==> src/rtl/dadda_mul16_seq.sv <==
// dadda_mul16_seq: sequential 16x16 unsigned multiplier that reuses one 8x8 Dadda core over four byte products.
// Define DADDA_SEQ_SKIP_ZERO_EN to skip byte products that have a zero operand byte.
module dadda_8 (
    input  logic [7:0]  a,
    input  logic [7:0]  b,
    output logic [15:0] p
);
    logic [15:0] col [17];
    logic [15:0] nxt [17];
    int          n   [17];
    int          nn  [17];
    int          d;
    int          k;
    logic [15:0] r0;
    logic [15:0] r1;
    // Columns are bit stacks: bits are pushed in at the LSB end and popped by right shifts.
    always_comb begin
        for (int i = 0; i < 17; i++) begin
            col[i] = '0;
            nxt[i] = '0;
            n[i] = 0;
            nn[i] = 0;
        end
        d = 0;
        k = 0;
        for (int i = 0; i < 8; i++)
            for (int j = 0; j < 8; j++) begin
                col[i+j] = {col[i+j][14:0], a[i] & b[j]};
                n[i+j] += 1;
            end
        for (int s = 0; s < 4; s++) begin
            d = s == 0 ? 6 : s == 1 ? 4 : s == 2 ? 3 : 2;
            for (int i = 0; i < 17; i++) begin
                nxt[i] = '0;
                nn[i] = 0;
            end
            for (int i = 0; i < 16; i++) begin
                k = 0;
                for (int t = 0; t < 8; t++) begin
                    if (n[i] - k >= 3 && n[i] - k + nn[i] - d >= 2) begin
                        nxt[i] = {nxt[i][14:0], col[i][0] ^ col[i][1] ^ col[i][2]};
                        nxt[i+1] = {nxt[i+1][14:0], (col[i][0] & col[i][1]) | (col[i][2] & (col[i][0] ^ col[i][1]))};
                        nn[i] += 1;
                        nn[i+1] += 1;
                        col[i] = col[i] >> 3;
                        k += 3;
                    end else if (n[i] - k >= 2 && n[i] - k + nn[i] - d >= 1) begin
                        nxt[i] = {nxt[i][14:0], col[i][0] ^ col[i][1]};
                        nxt[i+1] = {nxt[i+1][14:0], col[i][0] & col[i][1]};
                        nn[i] += 1;
                        nn[i+1] += 1;
                        col[i] = col[i] >> 2;
                        k += 2;
                    end
                end
                for (int j = 0; j < 16; j++)
                    if (j < n[i] - k) begin
                        nxt[i] = {nxt[i][14:0], col[i][0]};
                        col[i] = col[i] >> 1;
                        nn[i] += 1;
                    end
            end
            col = nxt;
            n = nn;
        end
        for (int i = 0; i < 16; i++) begin
            r0[i] = col[i][0];
            r1[i] = col[i][1];
        end
        p = r0 + r1;
    end
endmodule

module dadda_mul16_seq (
    input  logic        clk,
    input  logic        rst,
    input  logic        in_valid,
    output logic        in_ready,
    input  logic [15:0] A,
    input  logic [15:0] B,
    output logic        out_valid,
    input  logic        out_ready,
    output logic [31:0] Y,
    output logic        busy
);
    localparam logic [2:0] IDLE = 3'd0;
    localparam logic [2:0] PP0  = 3'd1;
    localparam logic [2:0] PP1  = 3'd2;
    localparam logic [2:0] PP2  = 3'd3;
    localparam logic [2:0] PP3  = 3'd4;
    localparam logic [2:0] DONE = 3'd5;

    logic [2:0]  state_q, state_d;
    logic [15:0] a_q, a_d, b_q, b_d;
    logic [31:0] acc_q, acc_d, y_q, y_d;
    logic [7:0]  pa, pb;
    logic [15:0] pp;
    logic [4:0]  sh;
    logic [3:0]  nz_in, nz_q;

    function automatic logic [2:0] first_pp(input logic [3:0] m);
        return m[0] ? PP0 : m[1] ? PP1 : m[2] ? PP2 : m[3] ? PP3 : DONE;
    endfunction

`ifdef DADDA_SEQ_SKIP_ZERO_EN
    function automatic logic [3:0] nz(input logic [15:0] a, input logic [15:0] b);
        return {(|a[15:8]) & (|b[15:8]), (|a[15:8]) & (|b[7:0]), (|a[7:0]) & (|b[15:8]), (|a[7:0]) & (|b[7:0])};
    endfunction
    assign nz_in = nz(A, B);
    assign nz_q  = nz(a_q, b_q);
`else
    assign nz_in = 4'hf;
    assign nz_q  = 4'hf;
`endif

    assign pa = (state_q == PP0 || state_q == PP1) ? a_q[7:0] : a_q[15:8];
    assign pb = (state_q == PP0 || state_q == PP2) ? b_q[7:0] : b_q[15:8];
    assign sh = state_q == PP0 ? 5'd0 : state_q == PP3 ? 5'd16 : 5'd8;

    dadda_8 u_core (.a(pa), .b(pb), .p(pp));

    // The mask drops the current and earlier byte products, leaving the next live one.
    always_comb begin
        state_d = state_q;
        a_d = a_q;
        b_d = b_q;
        acc_d = acc_q;
        y_d = y_q;
        if (state_q == IDLE) begin
            if (in_valid) begin
                a_d = A;
                b_d = B;
                acc_d = '0;
                state_d = first_pp(nz_in);
            end
        end else if (state_q == DONE) begin
            state_d = out_ready ? IDLE : DONE;
        end else begin
            acc_d = acc_q + ({16'd0, pp} << sh);
            state_d = first_pp(nz_q & (4'hf << state_q));
        end
        if (state_d == DONE && state_q != DONE)
            y_d = acc_d;
        if (rst) begin
            state_d = IDLE;
            a_d = '0;
            b_d = '0;
            acc_d = '0;
            y_d = '0;
        end
    end

    always_ff @(posedge clk) begin
        state_q <= state_d;
        a_q <= a_d;
        b_q <= b_d;
        acc_q <= acc_d;
        y_q <= y_d;
    end

    assign in_ready  = state_q == IDLE && !rst;
    assign out_valid = state_q == DONE;
    assign busy      = state_q != IDLE;
    assign Y         = y_q;
endmodule

==> config.mk <==
export PLATFORM = sky130hd
export DESIGN_NAME = dadda_mul16_seq
export DESIGN_NICKNAME = d
export VERILOG_FILES = /design/src/rtl/dadda_mul16_seq.sv
export SDC_FILE = /design/constraint.sdc
export NUM_CORES = 1
export LEC_CHECK = 0
export CAP_MARGIN = 20
export CORE_MARGIN = 2
export CORE_UTILIZATION = 50
export DETAILED_ROUTE_END_ITERATION = 16
export PLACE_DENSITY = 0.79
export RECOVER_POWER = 100
export SYNTH_ARGS = -nofsm -noshare
export SYNTH_HDL_FRONTEND = slang
export SYNTH_SLANG_ARGS = --single-unit
==> constraint.sdc <==
create_clock -name clk -period 10.1 [get_ports clk]
set_clock_uncertainty 0.15 [all_clocks]
set_input_delay 2.02 -clock clk [delete_from_list [all_inputs] [get_ports clk]]
set_output_delay 2.02 -clock clk [all_outputs]
set_load 0.01 [all_outputs]
* Word level (Yosys, flattened, before mapping) *
Cells that the tools add are included.

operators by class
  bitwise logic cells = 253
  equal/unequal tests = 7
  shift operators = 2
  reductions and logical operators = 8
  add/sub/neg operators = 2
  multiplexer cells = 15

operators by type and width
  kind                 count
  $and 1x1->1          141
  $mux 32              3
  $xor 1x1->1          77
  $or 1x1->1           35
  $add 32x32->32       1
  $shl 16x5->32        1
  $mux 3               7
  $add 15x15->16       1
  $mux 8               2
  $mux 5               2
  $eq 3x3->1 const B   3
  $eq 3x2->1 const B   2
  $shl 4x3->4 const A  1
  $eq 3x1->1 const B   1
  $logic_not 3->1      1
  $ne 3x3->1 const B   1
  $reduce_bool 3->1    1
  $logic_and 1x1->1    2
  $logic_or 1x1->1     2
  $reduce_and 2->1     1
  $logic_not 1->1      1
  $mux 1               1

storage, ports and cells
  bits in registers = 99
  output and inout bits = 35
  input port bits = 36
  word-level logic and storage cells = 292

* Logic depth before layout (Yosys ltp) *
  depth after elaboration = 18
  mapped depth = 32
  mapped depth without buffers = 31

* By module *
From an unflattened synthesis, not the netlist that was laid out.

unflattened totals
  cell total of the unflattened synthesis = 980
  area total of the unflattened synthesis = 7828.8 um2

modules (own cells, without submodules)
  module           instances  area each (um2)  cells an instance
  dadda_mul16_seq  1          5786.8           728
  dadda_8          1          2042.0           252

* Worst setup path after synthesis *
OpenSTA, ideal clock, no wires.

  path kind = reg-to-reg
  from = register state_q[1]
  to = register y_q[31] (netlist: Y[31])
  setup slack = 1.776 ns
  data arrival time = 8.088 ns
  cell stages (with the launch flop) = 32
  cell sequence = dfxtp_1 clkbuf_1 xnor2_1 nor2_1 mux2i_1 or2_2 fa_1 inv_1 fa_1 fa_1 inv_1 fa_1 inv_1 ha_1 a21o_1 a21o_1 a21oi_1 a31oi_1 a21o_1 a21oi_1 xor2_1 o21ai_0 ha_1 a211oi_2 nor2_1 o41a_1 a221o_1 a41oi_4 o21ai_2 a211o_2 xnor3_1 a211oi_1

between the ends
  cells in the longest elaborated chain, start to end = 18

RTL lines
  what                                        RTL line       source
  start: declaration                          93             logic [2:0] state_q, state_d;
  start signal: assignment                    154            state_q <= state_d;
  $eq 3x1->1 (tied with other cells)          116, 117, 118
  $logic_or 1x1->1, on equally long branches  116, 117
  $mux 8, on equally long branches            116, 117
  $and 1x1->1                                 28             col[i+j] = {col[i+j][14:0], a[i] & b[j]};
  $xor 1x1->1                                 41, 42
  $xor 1x1->1 or $and 1x1->1 (tied branches)  41, 42
  $xor 1x1->1 (tied with other cells)         --
  $xor 1x1->1 or $and 1x1->1 (tied branches)  41, 42
  [2 not listed]                              --
  $xor 1x1->1 (tied with other cells)         --
  $and 1x1->1                                 42             nxt[i+1] = {nxt[i+1][14:0], (col[i][0] & col[i][1]) | (col[i][2] & (col[i][0] ^ col[i][1]))};
  $or 1x1->1                                  42
  $add 15x15->16                              70             p = r0 + r1;
  $shl 16x5->32                               139            acc_d = acc_q + ({16'd0, pp} << sh);
  $add 32x32->32                              139
  $mux 32                                     136            end else if (state_q == DONE) begin
  $mux 32                                     129            if (state_q == IDLE) begin
  end signal: assignment                      158            y_q <= y_d;
  end: declaration                            95             logic [31:0] acc_q, acc_d, y_q, y_d;

Several ways; a longest one is shown, not always the timed one.
A chain may end at the register's enable or synchronous reset.

* Worst setup path in the final report *
Same ends and word-level chain as after synthesis.

==> flow_summary.ini <==
[timing]
hold_violations = 0
slew_violations = 115
setup_viol = 0
max_slew.worst_pin.slew_ns = 4.58
period_minus_slack_ns = 9.06
setup_ws_ns = 1.04
fin_crit_sh_pct = 89.7
tns_ns = 0
max_slew_margin_pct = -205
rsz0062_at_grt = false
fmax_mhz = 110

[grt]
grt-ovfl-total = 0
first_global_vias = 6280
grt_max_degree = 115
grt_antenna_before_repair = 0
grt_pass1_wl_um = 30600
grtUsageTotal_pct = 23.2

[power]
comb_power_share_pct = 27.8
swShare_pct = 32.7
irDropWorstVdd_mv = 0.0981
powerDensity_nw_per_um2 = 128
power.leakage_nw = 3.78
internal_power_mw = 0.751
clockPowerShare_pct = 33.7
p_switching_mw = 0.365
pwr-share-seq_pct = 38.5

[job]
cap_violations = 1

[cts]
cts_root_buf = clkbuf_16
cts_htree_levels = 3
clk_latency_ns = 0.35
cts_sinks = 99
postCtsHoldBufs = 0
numCtsBuffers = 9
clockBufferDepth = 2
clk_pin_slew_worst_paths_ns = 0.07
ctsResizeCount = 0
post_cts_buffers = 0
cts_tree = yes

[finish]
fillCellCount = 1333
drive_gt1_share_pct = 4.75
final_nets = 1132
multiInputGateArea_um2 = 5110
antenna_cells_inserted = 0
syn_to_final_growth_pct = 15.2
final-seq-area_um2 = 1980

[worst_setup_path]
r2r_start = state_q[1]
crit_type = reg -> reg
crit_required_ns = 10.17
startpoint_type = register
reg2reg_to = Y[31]
critPathSlowestCell = nor2_1
max_stage_delay_ns = 0.67
cp_max_fo = 10
cpMostUsedCell = fa_1
critPathArrivalTime_ns = 9.13
endpoint_kind = register
reg2reg_depth = 30
r2r_slack_ns = 1.04

[floorplan]
io_pins = 71
die_area_um2 = 16100
die_x_um = 127
core_area_um2 = 14600
row_count = 44
initial_core_util_pct = 51.6
die_h_um = 127

[detailed_routing]
remaining_drc_errors = 0
dr_total_vias = 6769
drtAntennaViolNets = 0
via_per_inst = 5.66
wl_per_cell_um = 15.6
drt_iter0_drc = 450
totalWireLength_um = 18600
dr.pass1.iters = 5

[synthesis]
synth_edf_count = 0
synth_cells = 966
postSynthAreaPerCell_um2 = 7.83
synth_seq_cells = 99
netlist_area_um2 = 7560
synth_sequential_area_ratio_pct = 26.2
async_flop_share_pct = 0
ys.flop_type = dfxtp_1
syn_nets = 1091
synth_cell_types = 63
yosysWarnings = 0

[min_path]
hold_depth = 2
min-delay-start = Y[22]
holdPathEnd = Y[22]
hold_class = reg -> reg

[outcome]
violations = max-capacitance violations, max-slew violations
outcome = finished with violations

[placement]
portBuffers = 70
gp_congestion = 0.951
pre_cts_slack_ns = 1.19
dp_hpwl_um = 13900
worst max-delay path: cells and delay by family, from the launching register on:
| kind | cells | cell delay, ns |
|---|---|---|
| adder cells (fa/ha/maj) | 6 | 2.70 |
| flip-flops | 1 | 0.51 |
| XOR/XNOR | 2 | 0.47 |
| AO/OA/AOI/OAI | 9 | 2.38 |
| multiplexers | 1 | 0.39 |
| buffers and inverters | 3 | 0.15 |
| AND/OR/NAND/NOR | 9 | 2.16 |
cells by family (layout without fill, tap and decap cells):
family	count (synthesis)	in the layout	synth area share (%)
compound gates	229	229	20.1
xor+xnor	35	35	4.24
fa+ha+maj	89	89	18.4
buf+inv	124	169	6.19
flops	99	99	26.2
mux	23	23	3.13
simple gates	367	367	21.7
cell type report:
| cell class | instances | area share (%) |
|---|---|---|
| clock buffer | 10 | 2.74 |
| clock inverter | 5 | 0.977 |
| inverter | 78 | 3.36 |
| multi-input combinational | 743 | 58.7 |
| sequential | 99 | 22.8 |
| tap | 184 | 2.64 |
| timing repair buffer | 76 | 8.86 |
flip-flops by register name (all words and copies together) (netlist names):
name,flops
Y,32
acc_q,32
a_q,16
b_q,16
state_q,3
power by group through the flow:
stage          Combinational (mW)  Sequential, mW  Clock, mW
2_1_floorplan               0.218           0.433          0
3_3_place_gp                0.296           0.438          0
3_5_place_dp                0.302           0.438          0
4_1_cts                     0.304           0.430      0.382
5_1_grt                     0.343           0.433      0.398
6_report                    0.310           0.430      0.376
how the worst max path moves through the flow:
stage / startpoint / endpoint / slack [ns]
4_1_cts: state_q[1] / Y[31] / 1.18
5_1_grt: state_q[1] / Y[31] / 0.33
6_report: state_q[1] / Y[31] / 1.04
3_5_place_dp: state_q[1] / Y[31] / 1.19
3_3_place_gp: state_q[1] / Y[31] / 1.40
2_1_floorplan: state_q[1] / Y[31] / 1.78
cell usage in the layout (no fill, tap or decap), types with 9 or more instances in the layout:
master             n
nand2_1          117
nor3_1            13
dfxtp_1           99
a21o_1            20
nor2_1           141
xnor2_1           24
mux2i_1           18
o21ai_0           20
fa_1              37
dlygate4sd3_1     34
nand3_1           16
clkbuf_16          9
ha_1              52
a211oi_1          26
or2_2             15
nand2b_1          12
clkdlybuf4s50_1   35
xor2_1            10
a22oi_1           22
inv_1             78
a21oi_1           82
synth_stat cells (4+ instances only):
library cell	instances	area share, %
nor2_1	142	7.1
nand2_1	117	5.8
dfxtp_1	99	26
a21oi_1	82	5.4
inv_1	78	3.9
ha_1	52	8.6
clkbuf_1	44	2.2
fa_1	37	9.8
a211oi_1	26	2.6
xnor2_1	24	2.8
a22oi_1	22	2.2
a21o_1	20	2.0
o21ai_0	19	1.3
mux2i_1	18	2.4
nand3_1	16	1.1
or2_2	15	1.2
nor3_1	13	0.86
nand2b_1	12	0.99
xor2_1	10	1.2
and2_1	7	0.58
nand3b_1	7	0.70
nand4_1	7	0.58
o21bai_1	7	0.70
and3_1	6	0.50
nor2b_1	6	0.50
o21a_1	6	0.60
o22ai_1	6	0.50
o31ai_1	6	0.60
or3_1	5	0.41
or4_1	5	0.50
a31oi_1	4	0.33
mux2_2	4	0.60
nand4b_1	4	0.46
o211ai_1	4	0.40
layer usage:
layer  vias up  GRT usage (%)  part of all wire (%)
met1      3075           32.6                    46
met2       257           36.5                    45
met3        39           3.67                   6.5
met5         -              0                     0
met4         0           8.02                   2.5
li1       3398              -                     -
metrics by stage:
stage                     instances  power [mW]  util, %  instance area, µm²  hold WS, ns
final                          1195        1.12     59.5                8710        0.305
after global routing           1195        1.17     59.5                8710        0.328
after CTS                      1193        1.12     59.3                8680        0.307
after detailed placement       1178       0.740     57.1                8360        0.298
after global placement         1178       0.734     57.1                8360        0.295
after floorplan                 966       0.651        -                7560        0.286
(Power assumes the default switching activity.)
